## src/rtl/counter_pkg.sv

```systemverilog
// Shared types and constants for the modulo up/down counter (counter_mod).
package counter_pkg;
  typedef enum logic {CNT_WRAP = 1'b0, CNT_SAT = 1'b1} cnt_mode_t;
  typedef enum logic {CNT_DOWN = 1'b0, CNT_UP = 1'b1} cnt_dir_t;
  localparam int CNT_MIN_WIDTH = 2;
endpackage

```

## src/rtl/counter_mod_next.sv

```systemverilog
// Combinational next-count logic: range arithmetic for wrap and saturate modes.
module counter_mod_next
  import counter_pkg::*;
#(
  parameter int n = 8
) (
  input  logic [n-1:0] q,
  input  logic [n-1:0] limit,
  input  logic [n-1:0] step,
  input  cnt_dir_t     dir,
  input  cnt_mode_t    mode,
  output logic [n-1:0] next_q,
  output logic         wrap_next
);

  logic [n:0]   q_x, lim_x, step_x, span, sum;
  logic [n-1:0] up_wrap, dn_plain, dn_wrap;

  assign q_x    = {1'b0, q};
  assign lim_x  = {1'b0, limit};
  assign step_x = {1'b0, step};
  assign span   = lim_x + {{n{1'b0}}, 1'b1};
  assign sum    = q_x + step_x;

  // Each result below is known to lie in 0..limit when selected, so modulo-2^n
  // arithmetic on the low n bits gives the exact value.
  assign up_wrap  = sum[n-1:0] - span[n-1:0];
  assign dn_plain = q - step;
  assign dn_wrap  = q - step + span[n-1:0];

  always_comb begin
    next_q    = q;
    wrap_next = 1'b0;
    if (step_x == '0 || step_x > span) begin
      next_q = q;
    end else if (q_x > lim_x) begin
      if (dir == CNT_UP && mode == CNT_WRAP) begin
        next_q    = '0;
        wrap_next = 1'b1;
      end else begin
        next_q = limit;
      end
    end else if (dir == CNT_UP) begin
      if (sum <= lim_x) begin
        next_q = sum[n-1:0];
      end else if (mode == CNT_SAT) begin
        next_q = limit;
      end else begin
        next_q    = up_wrap;
        wrap_next = 1'b1;
      end
    end else begin
      if (step_x <= q_x) begin
        next_q = dn_plain;
      end else if (mode == CNT_SAT) begin
        next_q = '0;
      end else begin
        next_q    = dn_wrap;
        wrap_next = 1'b1;
      end
    end
  end

endmodule

```

## src/rtl/counter_mod.sv

```systemverilog
// Modulo up/down counter with programmable limit/step, wrap pulse and terminal count.
// Optional capture register enabled by defining COUNTER_MOD_CAPTURE_EN.
module counter_mod
  import counter_pkg::*;
#(
  parameter int n = 8
) (
  input  logic         clk,
  input  logic         clr,
  input  logic         en,
  input  logic         load,
  input  logic         up_down,
  input  logic         sat_mode,
  input  logic [n-1:0] r,
  input  logic [n-1:0] limit,
  input  logic [n-1:0] step,
  output logic [n-1:0] q,
  output logic         wrap,
  output logic         tc
`ifdef COUNTER_MOD_CAPTURE_EN
  ,
  input  logic         cap,
  output logic [n-1:0] cap_q
`endif
);

  logic [n-1:0] cnt_q, cnt_d, next_q;
  logic         wrap_q, wrap_d, wrap_next;

  counter_mod_next #(.n(n)) u_next (
    .q         (cnt_q),
    .limit     (limit),
    .step      (step),
    .dir       (cnt_dir_t'(up_down)),
    .mode      (cnt_mode_t'(sat_mode)),
    .next_q    (next_q),
    .wrap_next (wrap_next)
  );

  always_comb begin
    cnt_d  = cnt_q;
    wrap_d = 1'b0;
    if (load) begin
      cnt_d = r;
    end else if (en) begin
      cnt_d  = next_q;
      wrap_d = wrap_next;
    end
  end

  always_ff @(posedge clk) begin
    if (clr) begin
      cnt_q  <= '0;
      wrap_q <= 1'b0;
    end else begin
      cnt_q  <= cnt_d;
      wrap_q <= wrap_d;
    end
  end

`ifdef COUNTER_MOD_CAPTURE_EN
  logic [n-1:0] capv_q;

  // Captures the pre-update count, independent of load/en.
  always_ff @(posedge clk) begin
    if (clr) begin
      capv_q <= '0;
    end else if (cap) begin
      capv_q <= cnt_q;
    end
  end

  assign cap_q = capv_q;
`endif

  assign q    = cnt_q;
  assign wrap = wrap_q;
  assign tc   = up_down ? (cnt_q == limit) : (cnt_q == '0);

`ifndef SYNTHESIS
  logic [n:0] span_chk;
  assign span_chk = {1'b0, limit} + {{n{1'b0}}, 1'b1};

  illegal_step_a: assert property (@(posedge clk) disable iff (clr)
    (en && !load) |-> ({1'b0, step} <= span_chk));
`endif

endmodule
```

## config.mk

```make
export PLATFORM = sky130hd
export DESIGN_NAME = counter_mod
export DESIGN_NICKNAME = d
export VERILOG_FILES = /design/src/rtl/counter_pkg.sv /design/src/rtl/counter_mod_next.sv /design/src/rtl/counter_mod.sv
export SDC_FILE = /design/constraint.sdc
export NUM_CORES = 1
export LEC_CHECK = 0
export ABC_AREA = 1
export ABC_CLOCK_PERIOD_IN_PS = 9700
export BUFFER_PORTS_ARGS = -buffer_cell sky130_fd_sc_hd__buf_2
export CAP_MARGIN = 20
export CORE_MARGIN = 5
export CORE_UTILIZATION = 33
export DETAILED_ROUTE_END_ITERATION = 16
export GPL_TIMING_DRIVEN = 0
export PLACE_DENSITY = 0.6
export SYNTH_ARGS = -nofsm -noshare
export SYNTH_HDL_FRONTEND = slang
export SYNTH_SLANG_ARGS = --single-unit
```

## constraint.sdc

```tcl
create_clock -name clk -period 9.7 [get_ports clk]
set_clock_uncertainty 0.05 [all_clocks]
set_input_delay 1.94 -clock clk [delete_from_list [all_inputs] [get_ports clk]]
set_output_delay 1.94 -clock clk [all_outputs]
set_load 0.05 [all_outputs]
```

==> metrics.cfg <==
[outcome]
status = complete, no violations

[timing]
finalMaxSlewViolations = 0
hold_viol = 0
grt_setup_unrepaired = false
slew_headroom = 0.6172
period_share = 0.5712
worst_slew_pin_slew_ns = 0.5682
setup_viol_count_final = 0
tns_ns = 0
fin_hold_ws_ns = 0.4934
setup_ws_ns = 4.160
timing.final.crit_period_ns = 5.540
timing.fmax_mhz = 180.5

[setup_path]
r2r.worst_path.cells = 21
reg2reg_from = q[1]
reg2reg_to = q[4]
reg2reg_slack_ns = 6.05
cp-end-kind = output port
critPathLaunchType = primary input
arrival_ns = 3.55
critical_path_class = in2out
required_ns = 7.71
worstPathMaxFanout = 7

[finish]
fin_area_um2 = 3512
fin_nets = 640
synthToLayoutAreaGrowth_pct = 12.55
diodes = 0
drive_above_1_share = 0.1566
fillers = 1025

[flow_run]
cap_viol_max_count = 0

[drt]
num_vias = 3324
routed_via_density = 4.903
wl_um = 10110
detail-route-antenna-nets = 0
first_pass_iters = 4
drt_iter0_markers = 170
drcViolationCount = 0
wl_per_cell_um = 14.91

[placement]
post_dp_cell_area_um2 = 3467
pre_cts_ws_ns = 4.156
port_buffers = 37
place_congestion = 0.9472
hpwlAfterDp_um = 8760

[floorplanning]
io_pins = 40
row_count = 35
dieArea_um2 = 11500
die_h_um = 107.2
core_um2 = 9240
fp.dieW_um = 107.2
start_util = 0.3377

[logic_synthesis]
syn_nets = 598
avgSynthCellArea_um2 = 6.143
netlist_area_um2 = 3120
ys_seq_area_frac = 0.05774
async_reset_ff_frac = 0
synth_ff_type = dfxtp_1
ys_types = 47
synth_edf_count = 0
syn-instance-count = 508
synth-seq-cells = 9
yosysWarnings = 0

[cts]
clk_latency_ns = 0.23
post_cts_buffers = 0
cts-root-buf = clkbuf_8
path_clk_slew_ns = 0.04
post_cts_resized = 0
cts_buffers = 3
cts_max_path_buffers = 2
ctsHtreeMaxLevel = 1
cts_hold_buf = 0
cts.sinks = 9
cts_tree = yes

[hold_path]
worstHoldEndpoint = q[0]
hold_path.class = reg2reg
hp-start = q[0]
holdPathStages = 2

[global_routing]
grt_max_degree = 11
antenna_found_initial = 0
grt_pass1_wl_um = 16040
grt_pass1_vias = 3202
grt_overflow = 0
gr-usage-all-layers = 0.1765

[power]
power_density_nw_per_um2 = 147.3
leakage_uw = 0.001939
ir_worst_vdd_mv = 0.06152
fin_total_pwr_uw = 517.4

## area by class of cell
class                           count  area (µm²)  share of cell area
Tap cell                          129       161.4             0.04596
Sequential cell                     9       180.2             0.05130
Inverter                           85       321.6             0.09156
Clock buffer                        4       45.04             0.01283
Timing Repair Buffer               37       185.2             0.05273
Buffer                              7       46.29             0.01318
Multi-Input combinational cell    407        2572              0.7325
## kinds of logic after synthesis
| kind of cell | after synthesis | synth area share |
|---|---|---|
| xor+xnor | 17 | 0.04771 |
| buf+inv | 92 | 0.1179 |
| compound gates | 79 | 0.1616 |
| flops | 9 | 0.05774 |
| fa+ha+maj | 60 | 0.2502 |
| simple gates | 251 | 0.3649 |
## worst max-delay path: stages
cell     delay (ns)
buf_2          0.19
inv_1          0.12
ha_1           0.31
nand2_1        0.05
nor2_1         0.23
nand4_1        0.17
o21ai_0        0.22
buf_2          0.30
## routing by layer
metal | wire length (µm) | GRT usage | vias up
met1 | 4657 | 0.2373 | 1485
met2 | 4747 | 0.2954 | 77
met4 | 333 | 0.05845 | 0
met3 | 369 | 0.01565 | 19
met5 | 0 | 0 | -
li1 | - | - | 1743
## where the power goes
part | internal (µW) | total (µW) | switching, µW
logic | 152 | 419 | 267
registers | 41.8 | 54.2 | 12.4
clock network | 28.7 | 43.7 | 15.1
total | 223 | 517 | 295
## synthesized netlist by cell type, types with 2 or more instances
master,number,area share
a21oi_1,31,0.050
a21oi_2,8,0.022
a21oi_4,2,0.010
buf_6,2,0.0072
clkbuf_1,2,0.0024
dfxtp_1,9,0.058
fa_1,4,0.026
ha_1,56,0.22
inv_1,78,0.094
inv_2,6,0.0072
nand2_1,138,0.17
nand2_2,3,0.0060
nand3_1,35,0.056
nand3_2,5,0.016
nand3b_1,2,0.0048
nand4_1,13,0.026
nand4_2,2,0.0080
nor2_1,36,0.043
nor2_2,6,0.012
nor3_1,2,0.0032
nor4_1,2,0.0040
o21a_1,3,0.0072
o21ai_0,15,0.024
o21ai_1,7,0.011
o21bai_1,2,0.0048
or2_2,3,0.0060
xnor2_1,6,0.017
xor2_1,11,0.031
## sequential cells by signal, indices dropped and copies added, names as in the netlist
signal / cells
q: 8
wrap: 1
## through the flow
stage	utilization	instances
finish	0.3801	678
global route	0.3801	678
CTS	0.3801	678
detailed placement	0.3752	674
global placement	0.3752	674
floorplan	-	508
## worst max path at each step
stage	start	endpoint	slack, ns	cells after the start
after CTS	limit[5]	tc	4.17	8
after detailed placement	limit[5]	tc	4.16	8
after global placement	limit[5]	tc	4.21	8
after global routing	limit[5]	tc	4.09	8
after floorplan	limit[5]	tc	3.89	7
final	limit[5]	tc	4.16	8
## cell usage in the layout (no fill, tap or decap), types with 4 or more instances in the layout
cell type,n
inv_1,78
nor2_1,36
dfxtp_1,9
nand4_1,13
nand3_2,5
a21oi_1,31
xnor2_1,6
nand2_1,138
ha_1,56
buf_2,38
nor2_2,6
inv_2,6
o21ai_0,15
a21oi_2,8
fa_1,4
xor2_1,11
o21ai_1,7
nand3_1,35
Note: power is estimated with default switching activity, not from simulation.
